--- src/rtl/seg_capture_pkg.sv ---
// Shared constants and types for the seven-segment scan capture block.
package seg_capture_pkg;

    localparam int unsigned CNT_W  = 8;
    localparam int unsigned SEG_W  = 7;
    localparam int unsigned SEL_W  = 3;
    localparam int unsigned NIB_W  = 4;
    localparam int unsigned NDIG   = 8;
    localparam int unsigned PAIR_W = SEL_W + SEG_W;

    // gfedcba patterns, active-high
    localparam logic [SEG_W-1:0] SEG_0     = 7'h3F;
    localparam logic [SEG_W-1:0] SEG_1     = 7'h06;
    localparam logic [SEG_W-1:0] SEG_2     = 7'h5B;
    localparam logic [SEG_W-1:0] SEG_3     = 7'h4F;
    localparam logic [SEG_W-1:0] SEG_4     = 7'h66;
    localparam logic [SEG_W-1:0] SEG_5     = 7'h6D;
    localparam logic [SEG_W-1:0] SEG_6     = 7'h7D;
    localparam logic [SEG_W-1:0] SEG_7     = 7'h07;
    localparam logic [SEG_W-1:0] SEG_8     = 7'h7F;
    localparam logic [SEG_W-1:0] SEG_9     = 7'h6F;
    localparam logic [SEG_W-1:0] SEG_A     = 7'h77;
    localparam logic [SEG_W-1:0] SEG_B     = 7'h7C;
    localparam logic [SEG_W-1:0] SEG_C     = 7'h39;
    localparam logic [SEG_W-1:0] SEG_D     = 7'h5E;
    localparam logic [SEG_W-1:0] SEG_E     = 7'h79;
    localparam logic [SEG_W-1:0] SEG_F     = 7'h71;
    localparam logic [SEG_W-1:0] SEG_BLANK = 7'h00;

    typedef enum logic {
        ST_TRACK  = 1'b0,
        ST_LOCKED = 1'b1
    } state_e;

endpackage

--- src/rtl/seg_capture_seg7_to_hex.sv ---
// Combinational decode of a seven-segment pattern back to a hex nibble.
module seg7_to_hex
    import seg_capture_pkg::*;
(
    input  logic [SEG_W-1:0] seg_i,
    output logic [NIB_W-1:0] nib_o,
    output logic             legal_o,
    output logic             blank_o
);

    always_comb begin
        nib_o   = '0;
        legal_o = 1'b1;
        blank_o = 1'b0;
        case (seg_i)
            SEG_0:     nib_o = 4'h0;
            SEG_1:     nib_o = 4'h1;
            SEG_2:     nib_o = 4'h2;
            SEG_3:     nib_o = 4'h3;
            SEG_4:     nib_o = 4'h4;
            SEG_5:     nib_o = 4'h5;
            SEG_6:     nib_o = 4'h6;
            SEG_7:     nib_o = 4'h7;
            SEG_8:     nib_o = 4'h8;
            SEG_9:     nib_o = 4'h9;
            SEG_A:     nib_o = 4'hA;
            SEG_B:     nib_o = 4'hB;
            SEG_C:     nib_o = 4'hC;
            SEG_D:     nib_o = 4'hD;
            SEG_E:     nib_o = 4'hE;
            SEG_F:     nib_o = 4'hF;
            SEG_BLANK: begin
                legal_o = 1'b0;
                blank_o = 1'b1;
            end
            default:   legal_o = 1'b0;
        endcase
    end

endmodule

--- src/rtl/seg_capture.sv ---
// Debounces the multiplexed {S, LED} scan and rebuilds the 8-digit hex display.
module seg_capture
    import seg_capture_pkg::*;
#(
    parameter int unsigned STABLE_CYCLES = 4
) (
    input  logic        clock,
    input  logic        nReset,
    input  logic [2:0]  S,
    input  logic [6:0]  LED,
    input  logic        clr_err,
    output logic [31:0] digits,
    output logic [7:0]  valid,
    output logic [7:0]  blank,
    output logic        update,
    output logic        err
);

    localparam logic [CNT_W-1:0] STABLE_C = CNT_W'(STABLE_CYCLES);

    logic [PAIR_W-1:0] samp_q;
    logic [CNT_W-1:0]  cnt_q;
    state_e            state_q;
    logic              commit_q;

    logic [31:0]       digits_q;
    logic [NDIG-1:0]   valid_q;
    logic [NDIG-1:0]   blank_q;
    logic              update_q;
    logic              err_q;

    logic [PAIR_W-1:0] pair_c;
    logic              same_c;
    logic [CNT_W-1:0]  cnt_inc_c;

    assign pair_c    = {S, LED};
    // a zero count means no run yet, so the first post-reset sample always differs
    assign same_c    = (cnt_q != '0) && (pair_c == samp_q);
    assign cnt_inc_c = cnt_q + CNT_W'(1);

    // Sampler, run counter and TRACK/LOCKED state machine
    always_ff @(posedge clock or negedge nReset) begin
        if (!nReset) begin
            samp_q   <= '0;
            cnt_q    <= '0;
            state_q  <= ST_TRACK;
            commit_q <= 1'b0;
        end else begin
            samp_q   <= pair_c;
            commit_q <= 1'b0;
            if (!same_c) begin
                cnt_q <= CNT_W'(1);
                if (STABLE_C == CNT_W'(1)) begin
                    state_q  <= ST_LOCKED;
                    commit_q <= 1'b1;
                end else begin
                    state_q  <= ST_TRACK;
                end
            end else if (state_q == ST_TRACK) begin
                cnt_q <= cnt_inc_c;
                if (cnt_inc_c == STABLE_C) begin
                    state_q  <= ST_LOCKED;
                    commit_q <= 1'b1;
                end
            end
        end
    end

    logic [SEL_W-1:0] sel_c;
    logic [4:0]       lsb_c;
    logic [NIB_W-1:0] dec_nib_c;
    logic             dec_legal_c;
    logic             dec_blank_c;
    logic [NIB_W-1:0] cur_nib_c;
    logic [NIB_W-1:0] new_nib_c;
    logic             changed_c;

    assign sel_c = samp_q[PAIR_W-1:SEG_W];
    assign lsb_c = {sel_c, 2'b00};

    seg7_to_hex u_dec (
        .seg_i   (samp_q[SEG_W-1:0]),
        .nib_o   (dec_nib_c),
        .legal_o (dec_legal_c),
        .blank_o (dec_blank_c)
    );

    // Unrecognised patterns keep the stored nibble; blank forces it to zero
    always_comb begin
        cur_nib_c = digits_q[lsb_c +: NIB_W];
        new_nib_c = cur_nib_c;
        if (dec_legal_c) begin
            new_nib_c = dec_nib_c;
        end else if (dec_blank_c) begin
            new_nib_c = '0;
        end
        changed_c = (new_nib_c != cur_nib_c)
                 || (dec_legal_c != valid_q[sel_c])
                 || (dec_blank_c != blank_q[sel_c]);
    end

    // Digit register file and status flags
    always_ff @(posedge clock or negedge nReset) begin
        if (!nReset) begin
            digits_q <= '0;
            valid_q  <= '0;
            blank_q  <= '0;
            update_q <= 1'b0;
            err_q    <= 1'b0;
        end else begin
            update_q <= 1'b0;
            if (commit_q) begin
                digits_q[lsb_c +: NIB_W] <= new_nib_c;
                valid_q[sel_c]           <= dec_legal_c;
                blank_q[sel_c]           <= dec_blank_c;
                update_q                 <= changed_c;
            end
            if (commit_q && !dec_legal_c && !dec_blank_c) begin
                err_q <= 1'b1;
            end else if (clr_err) begin
                err_q <= 1'b0;
            end
        end
    end

    assign digits = digits_q;
    assign valid  = valid_q;
    assign blank  = blank_q;
    assign update = update_q;
    assign err    = err_q;

endmodule

--- config.mk ---
export PLATFORM = sky130hd
export DESIGN_NAME = seg_capture
export DESIGN_NICKNAME = d
export VERILOG_FILES = /design/src/rtl/seg_capture_pkg.sv /design/src/rtl/seg_capture_seg7_to_hex.sv /design/src/rtl/seg_capture.sv
export SDC_FILE = /design/constraint.sdc
export NUM_CORES = 1
export LEC_CHECK = 0
export ABC_AREA = 0
export BUFFER_PORTS_ARGS = -buffer_cell sky130_fd_sc_hd__buf_2
export CAP_MARGIN = 20
export CORE_MARGIN = 4
export CORE_UTILIZATION = 25
export DETAILED_ROUTE_END_ITERATION = 10
export PLACE_DENSITY = 0.42
export REMOVE_ABC_BUFFERS = 1
export SLEW_MARGIN = 20
export SYNTH_ARGS = -nofsm -noshare
export SYNTH_HDL_FRONTEND = slang
export SYNTH_SLANG_ARGS = --single-unit
--- constraint.sdc ---
create_clock -name clock -period 7.9 [get_ports clock]
set_input_delay 0.79 -clock clock [delete_from_list [all_inputs] [get_ports clock]]
set_output_delay 0.79 -clock clock [all_outputs]
set_load 0.03 [all_outputs]
==> reports/results.tsv, run 1 <==
stage	metric	value	unit
pwr	power_frac_seq	47.3	%
pwr	p_int	0.5908	mW
worst_setup_path	crit_slowest_cell	or4_1	
route	ant_nets	0	
synth	synth_area	3700	um^2
clocking	cts_tree	built	
worst_setup_path	rrSetupSlack	4800	ps
clocking	cts_sinks	70	
run	maxCapViolCount	0	
route	firstDrtPassIters	4	
min_path	whs_path_depth	1	
floorplan	num_rows	44	
pwr	p_comb_share	6.4	%
timing	period_needed	3103	ps
timing	hold_viol_final	0	
timing	drv_slew	0	
timing	tightest_slew	931.9	ps
timing	rsz0062_at_grt	no	
pwr	p_switching	0.1941	mW
floorplan	die_height	129.7	um
synth	yosysWarnings	0	
grt	antenna_found_initial	0	
synth	ys_types	48	
finish	syn2layout_area_growth	19.95	%
grt	grt_overflow_total	0	
placement	placed_cell_area	4178	um^2
timing	post-route-period-util	39.28	%
synth	synth_edf_count	0	
clocking	cts_max_level	3	
grt	grt_pass1_wl	16530	um
placement	io_buffers	62	
run_status	status	finished clean	
finish	multi_input_area	1814	um^2
synth	asyncSetResetFlopFracSynth	100.0	%
floorplan	io_pins	63	
finish	regArea	1752	um^2
finish	design_area	4438	um^2
synth	netlist_top_cells_count	70 x dfrtp_1, 40 x mux2_2, 25 x nor2_1	
worst_setup_path	rr_startpoint	samp_q[2]$_DFF_PN0_	
min_path	holdPathEnd	digits[29]$_DFFE_PN0P_	
worst_setup_path	setup.worst_path.end_class	flop	
finish	nFillCells	1543	
grt	grt_pass1_vias	2863	
finish	drive_gt1_share	35.26	%
timing	setup_tns	0	ps
worst_setup_path	cp.arrival	3370	ps
placement	place_congestion	0.8164	
timing	relSlewSlack	37.87	%
grt	track_usage	12.95	%
min_path	hold_path_startpoint	digits[29]$_DFFE_PN0P_	
min_path	hp-class	reg2reg	
clocking	clock_path_buffers	2	
route	wl	10110	um
synth	synth_seq_cells	70	
worst_setup_path	max_stage_delay	920	ps
synth	yosys.area.top_type	dfrtp_1	
clocking	hold_buffers	0	
floorplan	die_w	129.7	um
clocking	clk-insertion-delay-late	340	ps
synth	ys_seq_area_share	47.35	%
finish	fin_nets	392	
timing	fin_skew	7.441	ps
pwr	sw_frac_of_total	24.73	%
route	route.detailed.drc	0	
clocking	cts_resized	0	
placement	preCtsSetupSlack	4811	ps
route	routed_via_density	4.794	
synth	synth_top_area_share	47.35	%
worst_setup_path	reg2reg_to	digits[23]$_DFFE_PN0P_	
synth	synth_most_common_cell	dfrtp_1	
pwr	powerDensity	176.9	nW/um^2
clocking	clk_pin_slew	60	ps
worst_setup_path	crit_chain	and3_4 > and4b_1 > a311o_1 > or4_1 > o31ai_4 > mux2_2	
timing	timing.final.ws_setup	4797	ps
finish	fin_util	30.54	%
timing	max_freq	322.2	MHz
clocking	cts-root-buf	clkbuf_16	
floorplan	core_area	14530	um^2
route	drt_iter0_markers	135	
worst_setup_path	critical_path_class	reg2reg	
timing	hold_ws	514.0	ps
worst_setup_path	required	8170	ps
clocking	post_cts_buffers	0	
synth	synthFlopType	dfrtp_1	
floorplan	start_util	25.46	%
route	wl_per_cell	17.92	um
worst_setup_path	worstPathMaxFanout	15	
pwr	power.share.clock	46.3	%
route	vias	2704	
floorplan	die_area	16810	um^2
grt	grt_max_degree	71	
worst_setup_path	start_kind	flop	
clocking	cts_buffers	9	
finish	antenna_cells	0	
synth	synthCells	318	
timing	setup_viol	0	
synth	synthTopCellsByArea	dfrtp_1 47%, mux2_2 12%, mux4_2 4.3%, mux2i_1 3.2%, nor2_1 2.5%	
worst_setup_path	r2r_cells	6	
synth	postSynthAreaPerCell	11.63	um^2
pwr	ir_drop	0.08364	mV
pwr	leakagePower	2.133	nW
placement	hpwlAfterDp	7285	um
per-layer routing:
metal  GRT usage (%)  wire (um)  vias up
li1                -          -     1283
met5               0          0        -
met4           4.951        170        0
met2           19.65       4763       73
met3           2.391        423       15
met1           18.35       4750     1333
worst max path at each step:
| stage | slack, ps | endpoint | startpoint | cells past startpoint |
|---|---|---|---|---|
| final | 4800 | digits[23]$_DFFE_PN0P_ | samp_q[2]$_DFF_PN0_ | 6 |
| after global routing | 4610 | digits[23]$_DFFE_PN0P_ | samp_q[2]$_DFF_PN0_ | 6 |
| after CTS | 4790 | digits[23]$_DFFE_PN0P_ | samp_q[2]$_DFF_PN0_ | 6 |
| after detailed placement | 4810 | digits[23]$_DFFE_PN0P_ | samp_q[2]$_DFF_PN0_ | 6 |
| after global placement | 4830 | digits[19]$_DFFE_PN0P_ | samp_q[2]$_DFF_PN0_ | 6 |
| after floorplan | 5180 | digits[28]$_DFFE_PN0P_ | samp_q[7]$_DFF_PN0_ | 5 |
cell type report:
type,instances,area share [%]
repair buffers,65,7.499
clock inverters,4,0.5357
multi-input cells,216,40.88
well taps,184,5.187
inverters,13,1.100
clock buffers,12,5.328
flip-flops and latches,70,39.47
worst max-delay path: cells and delay by family (launching register included):
| kind | cells | cell delay (ps) |
|---|---|---|
| flip-flops | 1 | 530 |
| multiplexers | 1 | 240 |
| AND/OR/NAND/NOR | 3 | 1350 |
| AO/OA/AOI/OAI | 2 | 930 |
metrics by stage:
stage | power [mW] | cells
floorplan | 0.4039 | 299
global placement | 0.4286 | 548
detailed placement | 0.4284 | 548
CTS | 0.7962 | 564
global route | 0.8218 | 564
finish | 0.7849 | 564
power by group through the flow:
stage               clock network (mW)  logic, mW  registers [mW]
floorplan                            0     0.0278           0.376
global placement                     0     0.0511           0.378
detailed placement                   0     0.0510           0.377
CTS                              0.374     0.0511           0.371
global route                     0.393     0.0566           0.372
finish                           0.363     0.0504           0.371
state kept, by name, summed over array words and instances (netlist names):
| register | count |
|---|---|
| update | 1 |
| err | 1 |
| digits | 32 |
| blank | 8 |
| samp_q | 10 |
| state_q | 1 |
| commit_q | 1 |
| cnt_q | 8 |
| valid | 8 |
cells in the final DEF (no fill, tap or decap), types with 6 or more instances in the layout:
cell type and n:
dfrtp_1 70, buf_2 62, mux2_2 40, nor2_1 25
nand2_1 17, inv_1 13, mux2i_1 12, xor2_1 10
nand3_1 9, xnor2_1 9, clkbuf_16 9, mux4_2 7
o21ai_0 7, nor4_1 6, nor3_1 6
logic make-up after synthesis:
logic type / count (synthesis) / synth area share (%)
xor gates and xnor gates: 19 / 4.498
muxes: 63 / 20.90
and+or+nand+nor: 93 / 13.43
adders and majority gates: 4 / 1.353
buffers and inverters: 32 / 3.855
DFF: 70 / 47.35
AOI/OAI and AO/OA: 37 / 8.624
(Power assumes the default switching activity.)
==> run 2: changes to the inputs <==
Settings changed: PLACE_DENSITY 0.42 to 0.43.
Clock period 7.9 ns to 2.78 ns, I/O delays scaled along.
==> reports/results.tsv, run 2 (synthesized netlist as in run 1, its figures left out) <==
stage	metric	value	unit
run_status	status	finished clean	
finish	fin_util	31.79	%
grt	grt_overflow_total	0	
timing	period_needed	2629	ps
timing	hold_ws	81.04	ps
run	maxCapViolCount	0	
worst_setup_path	required	3050	ps
finish	design_area	4621	um^2
floorplan	io_pins	63	
grt	grt_max_degree	71	
placement	dpl.cell_count	564	
floorplan	die_w	129.7	um
clocking	hold_buffers	0	
route	routed_via_density	4.855	
pwr	finalPower	2.399	mW
clocking	cts_tree	built	
grt	grt_pass1_wl	16650	um
placement	preCtsSetupSlack	207.7	ps
pwr	ir_drop	0.2220	mV
pwr	p_switching	0.5654	mW
floorplan	core_area	14530	um^2
timing	hold_viol_final	0	
route	ant_nets	0	
clocking	cts_resized	0	
pwr	sw_frac_of_total	23.57	%
clocking	cts-root-buf	clkbuf_16	
timing	fin_skew	7.945	ps
timing	setup_viol	0	
finish	largest_reg_flops	32	
worst_setup_path	cp.arrival	2900	ps
grt	grt_pass1_vias	2920	
route	wl	10380	um
clocking	cts_max_level	3	
floorplan	die_area	16810	um^2
placement	placed_cell_area	4310	um^2
placement	hpwlAfterDp	7569	um
grt	track_usage	13.07	%
placement	io_buffers	62	
floorplan	die_height	129.7	um
floorplan	start_util	25.46	%
timing	max_freq	380.4	MHz
pwr	p_int	1.833	mW
timing	post-route-period-util	94.55	%
floorplan	num_rows	44	
worst_setup_path	setup.worst_path.end_class	flop	
pwr	power.share.clock	49.2	%
timing	relSlewSlack	38.89	%
finish	drive_gt1_share	38.64	%
pwr	leakagePower	2.231	nW
worst_setup_path	start_kind	flop	
route	vias	2816	
pwr	p_comb_share	7.6	%
grt	antenna_found_initial	0	
pwr	power_frac_seq	43.1	%
finish	final_common_cell	dfrtp_1	
worst_setup_path	worstPathMaxFanout	8	
clocking	clock_path_buffers	2	
timing	drv_slew	0	
placement	place_congestion	0.7926	
timing	rsz0062_at_grt	no	
min_path	hp-class	in2reg	
clocking	cts_buffers	9	
clocking	cts_sinks	70	
route	route.detailed.drc	0	
clocking	post_cts_buffers	0	
finish	layout_common_cells	70 x dfrtp_1, 62 x buf_2, 40 x mux2_2	
finish	antenna_cells	0	
timing	timing.final.ws_setup	151.5	ps
route	firstDrtPassIters	5	
timing	tightest_slew	916.6	ps
finish	syn2layout_area_growth	24.89	%
clocking	clk-insertion-delay-late	340	ps
finish	fin_nets	408	
timing	setup_tns	0	ps
worst_setup_path	critical_path_class	reg2reg	
pwr	powerDensity	519.1	nW/um^2
route	wl_per_cell	17.89	um
finish	layout.cells.non_filler	580	
route	drt_iter0_markers	122	
clocking	clk_pin_slew	60	ps
-- run 2: cell count changes in the layout (fill, tap and decap cells not counted), sizes merged --
cell / change
clkinvlp: +3
clkinv: -3
buf: +16
clkbuf: -1
bufinv: +1
-- run 2: final cells by class --
| type | instances | area (um^2) |
|---|---|---|
| inverter | 13 | 48.80 |
| multi-input combinational | 216 | 1814 |
| tap | 184 | 230.2 |
| sequential | 70 | 1752 |
| timing repair buffer | 81 | 465.4 |
| clock buffer | 11 | 252.7 |
| fill | 1511 | 9913 |
| clock inverter | 5 | 57.56 |
-- run 2: worst max-delay path, stage by stage, from the launching register on --
cell and delay [ps]:
dfrtp_1 480, nor2_1 120, and4b_1 200, a311o_1 330, or4_1 530, buf_4 200, o31ai_4 460, mux2_2 240
-- run 2: path summary, 6_finish.rpt --
check	startpoint	endpoint	slack, ps	cells past startpoint
worst min register to register	blank[5]$_DFFE_PN0P_	blank[5]$_DFFE_PN0P_	510	2
min in group asynchronous	nReset	valid[5]$_DFFE_PN0P_	130	2
worst max-delay path	samp_q[3]$_DFF_PN0_	digits[11]$_DFFE_PN0P_	150	7
worst max register to register	samp_q[3]$_DFF_PN0_	digits[11]$_DFFE_PN0P_	150	7
worst min-delay path	LED[4]	samp_q[4]$_DFF_PN0_	80	1
max in group asynchronous	nReset	digits[1]$_DFFE_PN0P_	2020	2
-- run 2: metal layers --
| metal | track usage (%) | part of all wire, % |
|---|---|---|
| met5 | 0 | 0 |
| met4 | 5.134 | 1.5 |
| met3 | 3.092 | 4.0 |
| met2 | 20.02 | 48 |
| met1 | 17.88 | 47 |
-- run 2: power by group through the flow --
stage          logic (mW)  registers, mW  clock network (mW)
2_1_floorplan      0.0791           1.07                   0
3_3_place_gp        0.184           1.05                   0
3_5_place_dp        0.185           1.05                   0
4_1_cts             0.186           1.03                1.22
5_1_grt             0.203           1.04                1.26
6_report            0.182           1.03                1.18
==> run 3: changes to the inputs <==
==> constraint.sdc (replaced) <==
create_clock -name clock -period 2.78 [get_ports clock]
set_input_delay 0.139 -clock clock [delete_from_list [all_inputs] [get_ports clock]]
set_output_delay 0.139 -clock clock [all_outputs]
set_load 0.03 [all_outputs]
==> reports/results.tsv, run 3 (synthesized netlist as in run 1, its figures left out) <==
stage	metric	value	unit
worst_setup_path	crit_chain	nor2_1 > and4b_1 > a311o_1 > or4_1 > buf_4 > o31ai_4 > mux2_2	
finish	regArea	1752	um^2
route	drt_iter0_markers	131	
worst_setup_path	crit_slowest_cell	or4_1	
timing	hold_ws	1.529	ps
pwr	ir_drop	0.2189	mV
route	vias	2857	
route	routed_via_density	4.834	
finish	final_common_cell	dfrtp_1	
clocking	cts_tree	built	
placement	place_congestion	0.7926	
clocking	clock_path_buffers	2	
clocking	clk_pin_slew	60	ps
timing	hold_viol_final	0	
worst_setup_path	cp_num_buf_inv	1	
grt	track_usage	13.23	%
placement	hpwlAfterDp	7569	um
timing	tightest_slew	920.1	ps
placement	preCtsSetupSlack	207.7	ps
timing	max_freq	379.7	MHz
pwr	leakagePower	2.277	nW
grt	grt_pass1_wl	16900	um
finish	fin_nets	419	
clocking	cts_max_level	3	
timing	setup_viol	0	
timing	rsz0062_at_grt	no	
timing	post-route-period-util	94.72	%
pwr	powerDensity	508.9	nW/um^2
worst_setup_path	required	3050	ps
route	ant_nets	0	
placement	io_buffers	62	
timing	period_needed	2633	ps
route	route.detailed.drc	0	
clocking	cts_sinks	70	
min_path	hp-class	in2async	
clocking	cts-root-buf	clkbuf_16	
timing	setup_tns	0	ps
timing	timing.final.ws_setup	146.7	ps
finish	layout.cells.non_filler	591	
grt	grt_pass1_vias	2983	
floorplan	die_height	129.7	um
worst_setup_path	cp_top_family	simple AND/OR/NAND/NOR gates	
grt	grt_max_degree	71	
route	wl_per_cell	17.67	um
floorplan	start_util	25.46	%
floorplan	die_area	16810	um^2
finish	antenna_cells	0	
route	wl	10450	um
floorplan	num_rows	44	
floorplan	io_pins	63	
worst_setup_path	setup.worst_path.end_class	flop	
finish	largest_reg_flops	32	
worst_setup_path	start_kind	flop	
clocking	cts_buffers	9	
finish	nFillCells	1504	
grt	antenna_found_initial	0	
worst_setup_path	critical_path_class	reg2reg	
worst_setup_path	cp.arrival	2900	ps
floorplan	core_area	14530	um^2
finish	drive_gt1_share	37.59	%
finish	syn2layout_area_growth	27.87	%
floorplan	die_w	129.7	um
route	firstDrtPassIters	4	
timing	drv_slew	0	
grt	grt_overflow_total	0	
worst_setup_path	max_stage_delay	540	ps
run_status	status	finished clean	
finish	multi_input_area	1814	um^2
worst_setup_path	worstPathMaxFanout	8	
run	maxCapViolCount	0	
placement	dpl.cell_count	564	
finish	layout_common_cells	70 x dfrtp_1, 62 x buf_2, 40 x mux2_2	
clocking	clk-insertion-delay-late	330	ps
timing	fin_skew	8.016	ps
clocking	cts_resized	0	
timing	relSlewSlack	38.66	%
finish	fin_util	32.55	%
[run 3: per-stage QoR]
| stage | power (mW) | area [um^2] |
|---|---|---|
| global placement | 1.237 | 4310 |
| detailed placement | 1.238 | 4310 |
| finish | 2.408 | 4731 |
| floorplan | 1.148 | 3606 |
| CTS | 2.447 | 4731 |
| global route | 2.516 | 4731 |
[run 3: cell type report]
class,instances,area share [%]
Clock buffer,11,5.342
Clock inverter,5,1.217
Inverter,13,1.031
Multi-Input combinational cell,216,38.35
Sequential cell,70,37.03
Tap cell,184,4.866
Timing Repair Buffer,92,12.17
[run 3: routing by layer]
metal	global-route usage (%)	wire length, um	vias up
met5	0	0	-
met4	5.134	181	0
met3	3.050	372	13
met2	20.44	4961	55
met1	18.03	4930	1454
li1	-	-	1335
[run 3: path summary, 6_finish.rpt]
kind | start | end | slack [ps] | cells after the start
setup reg to reg | samp_q[3]$_DFF_PN0_ | digits[11]$_DFFE_PN0P_ | 150 | 7
hold / removal | nReset | valid[5]$_DFFE_PN0P_ | 2 | 2
setup / recovery | samp_q[3]$_DFF_PN0_ | digits[11]$_DFFE_PN0P_ | 150 | 7
hold reg to reg | blank[5]$_DFFE_PN0P_ | blank[5]$_DFFE_PN0P_ | 510 | 2
max in group asynchronous | nReset | digits[19]$_DFFE_PN0P_ | 2160 | 2
min in group clock | LED[3] | samp_q[3]$_DFF_PN0_ | 480 | 2
[run 3: power breakdown]
group	leakage, nW	internal [mW]	switching, mW
clock network	0.144	0.741	0.437
logic	1.18	0.0753	0.119
registers	0.950	1.03	0.00819
[run 3: what timing repair did]
item / 4_1_cts / 5_1_grt
buffers inserted: 0 / 0
hold endpoints to repair: 11 / 0
hold buffers: 11 / 0
